[src/rtl/fifo_arb_pkg.sv]
// Shared types, default parameters and width helpers for the FIFO write-port arbiter.
package fifo_arb_pkg;

   localparam int DEF_NUM_REQ    = 4;
   localparam int DEF_DATA_WIDTH = 8;
   localparam int DEF_MAX_BURST  = 4;
   localparam int MAX_NUM_REQ    = 8;

   typedef enum logic {
      IDLE  = 1'b0,
      BURST = 1'b1
   } state_e;

   // Index width stays at least 1 bit so a 1-entry range still has a legal vector.
   function automatic int idx_width(input int n);
      return (n > 1) ? $clog2(n) : 1;
   endfunction

   function automatic int cnt_width(input int max_burst);
      return $clog2(max_burst) + 1;
   endfunction

   function automatic logic [MAX_NUM_REQ-1:0] onehot(input logic [2:0] idx);
      logic [MAX_NUM_REQ-1:0] v;
      v      = '0;
      v[idx] = 1'b1;
      return v;
   endfunction

endpackage

[src/rtl/fifo_wr_arbiter_rr_picker.sv]
// Combinational round-robin search: first set request at or after rr_ptr, wrapping modulo NUM_REQ.
module rr_picker
   import fifo_arb_pkg::*;
#(
   parameter int NUM_REQ = DEF_NUM_REQ,
   parameter int IDX_W   = idx_width(DEF_NUM_REQ)
) (
   input  logic [NUM_REQ-1:0] req,
   input  logic [IDX_W-1:0]   rr_ptr,
   output logic               found,
   output logic [IDX_W-1:0]   idx
);

   logic [IDX_W-1:0]   cand [NUM_REQ];
   logic [NUM_REQ-1:0] cand_req;

   generate
      for (genvar gi = 0; gi < NUM_REQ; gi++) begin : g_cand
         logic [IDX_W:0] sum;
         assign sum          = {1'b0, rr_ptr} + (IDX_W+1)'(gi);
         assign cand[gi]     = (sum >= (IDX_W+1)'(NUM_REQ))
                               ? IDX_W'(sum - (IDX_W+1)'(NUM_REQ))
                               : sum[IDX_W-1:0];
         assign cand_req[gi] = req[cand[gi]];
      end
   endgenerate

   // Scan from the far end so the candidate closest to the pointer wins.
   always_comb begin
      found = 1'b0;
      idx   = '0;
      for (int k = NUM_REQ - 1; k >= 0; k--) begin
         if (cand_req[k]) begin
            found = 1'b1;
            idx   = cand[k];
         end
      end
   end

endmodule

[src/rtl/fifo_wr_arbiter.sv]
// Round-robin arbiter sharing one FIFO write port among NUM_REQ producers, bursts capped at MAX_BURST.
// Optional FIFO_ARB_STALL_CNT_EN adds a saturating stall_cnt output counting full-blocked burst cycles.
module fifo_wr_arbiter
   import fifo_arb_pkg::*;
#(
   parameter int NUM_REQ    = DEF_NUM_REQ,
   parameter int DATA_WIDTH = DEF_DATA_WIDTH,
   parameter int MAX_BURST  = DEF_MAX_BURST
) (
   input  logic                          clk,
   input  logic                          rst,
   input  logic [NUM_REQ-1:0]            req,
   input  logic [NUM_REQ-1:0]            last,
   input  logic [NUM_REQ*DATA_WIDTH-1:0] wdata,
   input  logic                          fifo_full,
   output logic [NUM_REQ-1:0]            gnt,
   output logic [NUM_REQ-1:0]            ack,
   output logic                          fifo_w_en,
   output logic [DATA_WIDTH-1:0]         fifo_wdata
`ifdef FIFO_ARB_STALL_CNT_EN
   ,
   output logic [15:0]                   stall_cnt
`endif
);

   localparam int IDX_W = idx_width(NUM_REQ);
   localparam int CNT_W = cnt_width(MAX_BURST);
   localparam logic [CNT_W-1:0] LAST_BEAT = CNT_W'(MAX_BURST - 1);
   localparam logic [IDX_W-1:0] LAST_IDX  = IDX_W'(NUM_REQ - 1);

   state_e             state_q;
   logic [NUM_REQ-1:0] gnt_q;
   logic [NUM_REQ-1:0] gnt_d;
   logic [IDX_W-1:0]   owner_q;
   logic [IDX_W-1:0]   rr_ptr_q;
   logic [IDX_W-1:0]   rr_ptr_d;
   logic [CNT_W-1:0]   beat_cnt_q;

   logic               pick_found;
   logic [IDX_W-1:0]   pick_idx;
   logic               in_burst;
   logic               owner_req;
   logic               accept;
   logic               burst_end;

   logic [DATA_WIDTH-1:0] wdata_arr [NUM_REQ];

   generate
      for (genvar gi = 0; gi < NUM_REQ; gi++) begin : g_slice
         assign wdata_arr[gi] = wdata[gi*DATA_WIDTH +: DATA_WIDTH];
      end
   endgenerate

   rr_picker #(
      .NUM_REQ (NUM_REQ),
      .IDX_W   (IDX_W)
   ) u_picker (
      .req     (req),
      .rr_ptr  (rr_ptr_q),
      .found   (pick_found),
      .idx     (pick_idx)
   );

   assign in_burst  = (state_q == BURST);
   assign owner_req = req[owner_q];
   // A write is suppressed in the reset cycle even though the registered owner is still valid.
   assign accept    = in_burst & owner_req & ~fifo_full & ~rst;
   assign burst_end = in_burst & (~owner_req |
                                  (accept & (last[owner_q] | (beat_cnt_q == LAST_BEAT))));

   assign gnt_d    = NUM_REQ'(onehot(3'(pick_idx)));
   assign rr_ptr_d = (owner_q == LAST_IDX) ? '0 : owner_q + IDX_W'(1);

   always_ff @(posedge clk) begin
      if (rst) begin
         state_q    <= IDLE;
         gnt_q      <= '0;
         owner_q    <= '0;
         rr_ptr_q   <= '0;
         beat_cnt_q <= '0;
      end else begin
         case (state_q)
            IDLE: begin
               if (pick_found) begin
                  state_q    <= BURST;
                  gnt_q      <= gnt_d;
                  owner_q    <= pick_idx;
                  beat_cnt_q <= '0;
               end
            end
            BURST: begin
               if (burst_end) begin
                  state_q  <= IDLE;
                  gnt_q    <= '0;
                  rr_ptr_q <= rr_ptr_d;
               end else if (accept) begin
                  beat_cnt_q <= beat_cnt_q + CNT_W'(1);
               end
            end
            default: begin
               state_q <= IDLE;
               gnt_q   <= '0;
            end
         endcase
      end
   end

   assign gnt        = gnt_q;
   assign ack        = accept ? gnt_q : '0;
   assign fifo_w_en  = accept;
   assign fifo_wdata = accept ? wdata_arr[owner_q] : '0;

`ifdef FIFO_ARB_STALL_CNT_EN
   logic [15:0] stall_cnt_q;

   always_ff @(posedge clk) begin
      if (rst) begin
         stall_cnt_q <= '0;
      end else if (in_burst && owner_req && fifo_full && (stall_cnt_q != 16'hFFFF)) begin
         stall_cnt_q <= stall_cnt_q + 16'd1;
      end
   end

   assign stall_cnt = stall_cnt_q;
`endif

endmodule
[config.mk]
export PLATFORM = sky130hd
export DESIGN_NAME = fifo_wr_arbiter
export DESIGN_NICKNAME = d
export VERILOG_FILES = /design/src/rtl/fifo_arb_pkg.sv /design/src/rtl/fifo_wr_arbiter_rr_picker.sv /design/src/rtl/fifo_wr_arbiter.sv
export SDC_FILE = /design/constraint.sdc
export NUM_CORES = 1
export LEC_CHECK = 0
export CAP_MARGIN = 10
export CORE_MARGIN = 5
export CORE_UTILIZATION = 34
export DETAILED_ROUTE_END_ITERATION = 10
export GPL_ROUTABILITY_DRIVEN = 0
export PLACE_DENSITY = 0.8
export SKIP_LAST_GASP = 1
export SYNTH_ARGS = -nofsm -noshare
export SYNTH_HDL_FRONTEND = slang
export SYNTH_SLANG_ARGS = --single-unit
[constraint.sdc]
create_clock -name clk -period 1.5 [get_ports clk]
set_input_delay 0.15 -clock clk [delete_from_list [all_inputs] [get_ports clk]]
set_output_delay 0.15 -clock clk [all_outputs]
set_load 0.03 [all_outputs]
; ---- After elaboration in Yosys (flattened, before gate mapping)
; Index checks and enable logic that the tools add are counted.
[word_totals]
output_inout_bits = 17
word_cells = 91
register_bits = 12
[classes]
add_sub_neg = 9
reduce_logical = 5
n_mux = 42
eq_ne = 6
n_bitwise = 12
magnitude_cmp = 12
[ops]
columns = cell, n
row1 = 2-to-1 mux 8 bit, 3
row2 = 2-to-1 mux 2 bit, 9
row3 = binary-select mux 8 bit (select 2 bit), 1
row4 = less-than comparator 2 x 3 -> 1 bit (second input constant), 5
row5 = 2-to-1 mux 1 bit, 13
row6 = binary-select mux 1 bit (select 2 bit), 6
row7 = >= comparator 3 bit (second input constant), 4
row8 = 2-to-1 mux 4 bit, 3
row9 = 2-to-1 mux 3 bit, 3
row10 = case mux 4 bit (2 select lines), 1
row11 = subtractor 2 x 1 -> 2 bit (second input constant), 4
row12 = adder 2 x 2 -> 3 bit (second input constant), 2
row13 = case mux 3 bit (2 select lines), 1
row14 = AND reduction 2 bit, 3
row15 = AND 1 bit, 5
row16 = less-than comparator 2 x 4 -> 1 bit (second input constant), 1
row17 = inequality test 2 x 1 -> 1 bit (second input constant), 2
row18 = inequality test 2 bit (second input constant), 2
row19 = NOT 1 bit, 4
row20 = adder 2 x 1 -> 3 bit (second input constant), 1
row21 = adder 3 x 1 -> 3 bit (second input constant), 1
row22 = equality test 3 x 2 -> 1 bit (second input constant), 1
row23 = >= comparator 2 x 3 -> 1 bit (second input constant), 1
row24 = NOT 2 -> 3 bit, 1
row25 = other kinds (8), 9

; ---- Longest topological paths before layout
[logic_depth]
ltp_word = 15
depth_mapped = 6
ltp_nobuf = 6

; ---- Cells and area by module
; A second synthesis with hierarchy kept.
[hier_totals]
cells_unflattened = 103
hier_area_um2 = 983.4
[by_module_without_submodules]
columns = mod, n_inst, area_per_inst_um2, seq_area_each_um2, cells_each
row1 = fifo_wr_arbiter, 1, 905.9, 240.2, 90
row2 = rr_picker, 1, 77.6, 0.0, 13

; ---- Worst setup path after synthesis
; OpenSTA, ideal clock, no wires.
[synth_timing]
path_type = register -> output
from = register owner_q[0]
to = output fifo_wdata[0]
t_required_ns = 1.350
t_arrival_ns = 1.662
stages_incl_launch_ff = 5
n_path_buf = 0
slack_ns = -0.312
cell_sequence = dfxtp_1 > mux4_2 > nand3_1 > inv_1 > and2_1
[synth_via]
elab_chain_len = 6
[synth_rtl]
columns = item, line
row1 = start: declaration, fifo_wr_arbiter.sv:34  ; logic [IDX_W-1:0] owner_q;
row2 = start signal: assignment, fifo_wr_arbiter.sv:87  ; owner_q <= pick_idx;
row3 = binary-select mux 1 bit (select 2 bit), fifo_wr_arbiter.sv:65  ; assign owner_req = req[owner_q];
row4 = 2-to-1 mux 1 bit (implied by the code), fifo_wr_arbiter.sv:65
row5 = AND 1 bit (3 in a row), fifo_wr_arbiter.sv:67  ; assign accept = in_burst & owner_req & ~fifo_full & ~rst;
row6 = via fifo_w_en, fifo_wr_arbiter.sv:18  ; output logic fifo_w_en,
row7 = 2-to-1 mux 8 bit, fifo_wr_arbiter.sv:111  ; assign fifo_wdata = accept ? wdata_arr[owner_q] : '0;
row8 = end: declaration, fifo_wr_arbiter.sv:19  ; output logic [DATA_WIDTH-1:0] fifo_wdata
; The timed path passes the listed nets, and every way through them passes these cells. The select of a mux whose other input is x is not followed.

; ---- Final worst setup path
[layout_timing]
from = register owner_q[0]
to = output fifo_wdata[7]
[layout_via]
elab_chain_len = 6
[layout_rtl]
columns = item, line
row1 = binary-select mux 1 bit (select 2 bit), fifo_wr_arbiter.sv:65
row2 = 2-to-1 mux 1 bit (implied by the code), fifo_wr_arbiter.sv:65
row3 = AND 1 bit (3 in a row), fifo_wr_arbiter.sv:67
row4 = 2-to-1 mux 8 bit *, fifo_wr_arbiter.sv:111
; Every way passes the cells marked *; elsewhere a longest branch is shown, timed or not. The select of a mux whose other input is x is not followed.

==> results.py <==
metrics = {
    "die": {
        "pin_count": 60,
        "coreArea_um2": 2810,
        "initial_core_util_pct": 36.0,
        "fp-row-count": 19,
        "die_x_um": 64.5,
        "die_h_um": 64.5,
        "dieArea_um2": 4160,
    },
    "placed_design": {
        "placement.io_buffers": 59,
        "post_dp_cell_area_um2": 1750,
        "dpl.cell_count": 208,
        "dpl.hpwl_mm": 3.01,
    },
    "min_path": {
        "min_path_cells": 4,
        "hp-start": "req[3]",
        "hold_class": "input port to register",
        "holdPathEnd": "owner_q[1]",
    },
    "synth": {
        "yosysWarnings": 0,
        "synth_area_per_cell_um2": 9.42,
        "synth_seq_cells": 12,
        "synth.distinct_cells": 38,
        "synth_edf_count": 0,
        "syn_inst": 107,
        "ys.flop_type": "dfxtp_1",
        "async_reset_ff_share_pct": 0,
        "seq_area_frac_synth_pct": 23.8,
        "syn-num-nets": 153,
        "syn_area_um2": 1010,
    },
    "clock_network": {
        "cts.sinks": 12,
        "clock_latency_ps": 290,
        "clockBufferDepth": 2,
        "root_buffer": "clkbuf_4",
        "cts_buffers": 3,
        "cts_tree": "done",
        "cts.htree.levels": 1,
        "clk_pin_slew_worst_paths_ps": 90,
    },
    "cells_and_area": {
        "nets": 232,
        "drive_above_1_share_pct": 41.1,
        "antenna_cells": 0,
        "areaGrowthSynthToFinish_pct": 93.4,
        "post_layout_nonfiller_instances": 216,
        "fin_area_um2": 1950,
    },
    "critical_path": {
        "reg2reg_to": "in_burst",
        "r2r_slack_ps": -80,
        "arrival_ps": 1690,
        "crit_fanout": 9,
        "crit_type": "register to output pin",
        "critPathBufInv": 2,
        "r2r-start": "owner_q[0]",
        "worst_r2r_path_depth": 5,
        "worst_path_max_delay_cell": "mux4_2",
        "cpPeakStageDelay_ps": 550,
        "cp.required_ps": 1350,
        "crit_path_end_kind": "output pin",
        "path_delay_family": "multiplexers",
        "cp_cell_sequence": "mux4_2 > nand3_4 > inv_6 > and2_2 > buf_6",
        "worst_setup_path_start_kind": "register",
    },
    "global_routing": {
        "antenna_found_initial": 0,
        "grt_max_degree": 17,
        "track_usage_pct": 18.7,
        "grt_pass1_wl_mm": 5.94,
        "grt_remaining_overflow": 0,
        "grt_pass1_vias": 1251,
    },
    "drt": {
        "vias_per_cell": 5.69,
        "routed_wirelength_mm": 4.07,
        "drt-pass1-iter-count": 4,
        "ant_nets": 0,
        "route.vias.total": 1228,
        "post-route-drc-count": 0,
        "drtIter0Drc": 38,
        "routedWlPerCell_um": 18.8,
    },
    "sta": {
        "final-hold-violation-count": 0,
        "finalHoldWorstSlack_ps": 449,
        "rsz0062_at_grt": "yes",
        "setup_viol": 22,
        "slew_violations": 0,
        "max_freq_ghz": 0.543,
        "fin_crit_sh_pct": 123,
        "tightest_slew_ps": 365,
        "fin_crit_ps": 1840,
        "setup_ws_ps": -341,
        "finalClockSkew_ps": 12.7,
        "slew_headroom_pct": 75.7,
    },
    "run_status": {
        "violations": "negative setup slack",
        "outcome": "complete, but fails checks",
    },
    "power": {
        "p_per_area_nw_per_um2": 580,
        "p_leak_nw": 0.769,
        "peakVddDrop_mv": 0.497,
    },
    "flow_run": {
        "cap_violations": 0,
    },
}
==> cell usage after synthesis (all sizes together) (2+ instances only) <==
cell type / number / area [um2]
ha: 3 / 37.5
a21oi: 4 / 20.0
and2: 8 / 50.1
o21bai: 2 / 15.0
nand3b: 2 / 15.0
mux2i: 5 / 50.1
inv: 6 / 22.5
o32ai: 4 / 35.0
nand2: 4 / 15.0
or3: 5 / 31.3
dfxtp: 12 / 240
clkbuf: 2 / 7.51
mux4: 9 / 203
nand2b: 2 / 12.5
nor2: 9 / 36.3
o21ai: 4 / 20.0
nand3: 3 / 15.0
buf: 2 / 16.3
nor2b: 6 / 45.0
==> worst reg2reg max path, cell delays in order (launching register included) <==
cell,delay (ps)
dfxtp_4,380
buf_12,150
mux2i_1,340
a221o_1,330
nand2_4,100
nor3_1,200
==> metrics by stage <==
stage               total power (W)  setup TNS, ps  utilization (%)  setup WS, ps
floorplan                  0.000584           -458                -         -57.2
global placement           0.000796         -12230             62.5          -664
detailed placement         0.000813         -12800             62.5          -689
CTS                         0.00111          -4210             66.1          -356
global route                0.00118          -5910             69.5          -373
finish                      0.00113          -4540             69.5          -341
==> state kept, by name (all words and copies together), names as in the netlist <==
name and count:
gnt 4, owner_q 2, rr_ptr_q 2, beat_cnt_q 3
in_burst 1
==> worst max path at each step <==
stage | startpoint | endpoint | slack (ps) | depth (start not counted)
after floorplan | owner_q[0] | fifo_wdata[0] | -60 | 4
after global placement | req[3] | fifo_wdata[3] | -660 | 6
after detailed placement | req[3] | fifo_wdata[2] | -690 | 6
after CTS | owner_q[0] | fifo_wdata[7] | -360 | 4
after global routing | owner_q[0] | fifo_wdata[0] | -370 | 5
final | owner_q[0] | fifo_wdata[7] | -340 | 5
==> where the power goes <==
| group | switching, W | total (W) | internal (W) | leakage (nW) |
|---|---|---|---|---|
| Combinational | 0.000204 | 0.000494 | 0.000290 | 0.648 |
| Clock | 0.000129 | 0.000276 | 0.000148 | 0.0210 |
| Sequential | 0.0000215 | 0.000361 | 0.000339 | 0.0999 |
| Total | 0.000354 | 0.00113 | 0.000777 | 0.769 |
==> cell type report <==
cell class              count  area [um2]
flip-flops and latches     12         249
inverters                   6        27.5
well taps                  31        38.8
fillers                   204         855
repair buffers             78         786
multi-input cells          85         813
clock buffers               4        36.3
==> cells by family after synthesis <==
group / Yosys count / share of synthesized area [%]
AND/OR/NAND/NOR: 46 / 27.4
AO/OA/AOI/OAI: 22 / 15.4
multiplexers: 14 / 25.1
adder cells (fa/ha/maj): 3 / 3.72
buffers and inverters: 10 / 4.59
flip-flops: 12 / 23.8
==> layout by cell type (no fill, tap or decap), types with 3 or more instances in the layout <==
cell              n
inv_1             5
o32ai_1           3
dfxtp_1           9
dlygate4sd2_1     4
o21ai_0           3
nor2b_1           3
buf_4            11
nand2_1           3
nor2_2            5
clkdlybuf4s50_1  40
and2_2            6
buf_6            20
mux4_2            9
a21oi_1           4
clkbuf_4          3
or3_1             5
mux2i_1           4
nor2_1            3
==> per-layer routing <==
metal | vias up | share of wire, % | wire length (um) | GRT usage [%]
li1 | 560 | - | - | -
met1 | 579 | 37 | 1520 | 21.0
met2 | 78 | 48 | 1960 | 33.8
met3 | 11 | 12 | 490 | 4.66
met4 | 0 | 2.2 | 90 | 7.65
met5 | - | 0 | 0 | 0
==> repair_timing <==
action	in CTS	in global routing
pin swaps	6	1
setup endpoints to repair	25	24
hold buffers	0	0
setup buffers	2	2
resized for setup	100	27
Note: power is estimated with default switching activity, not from simulation.
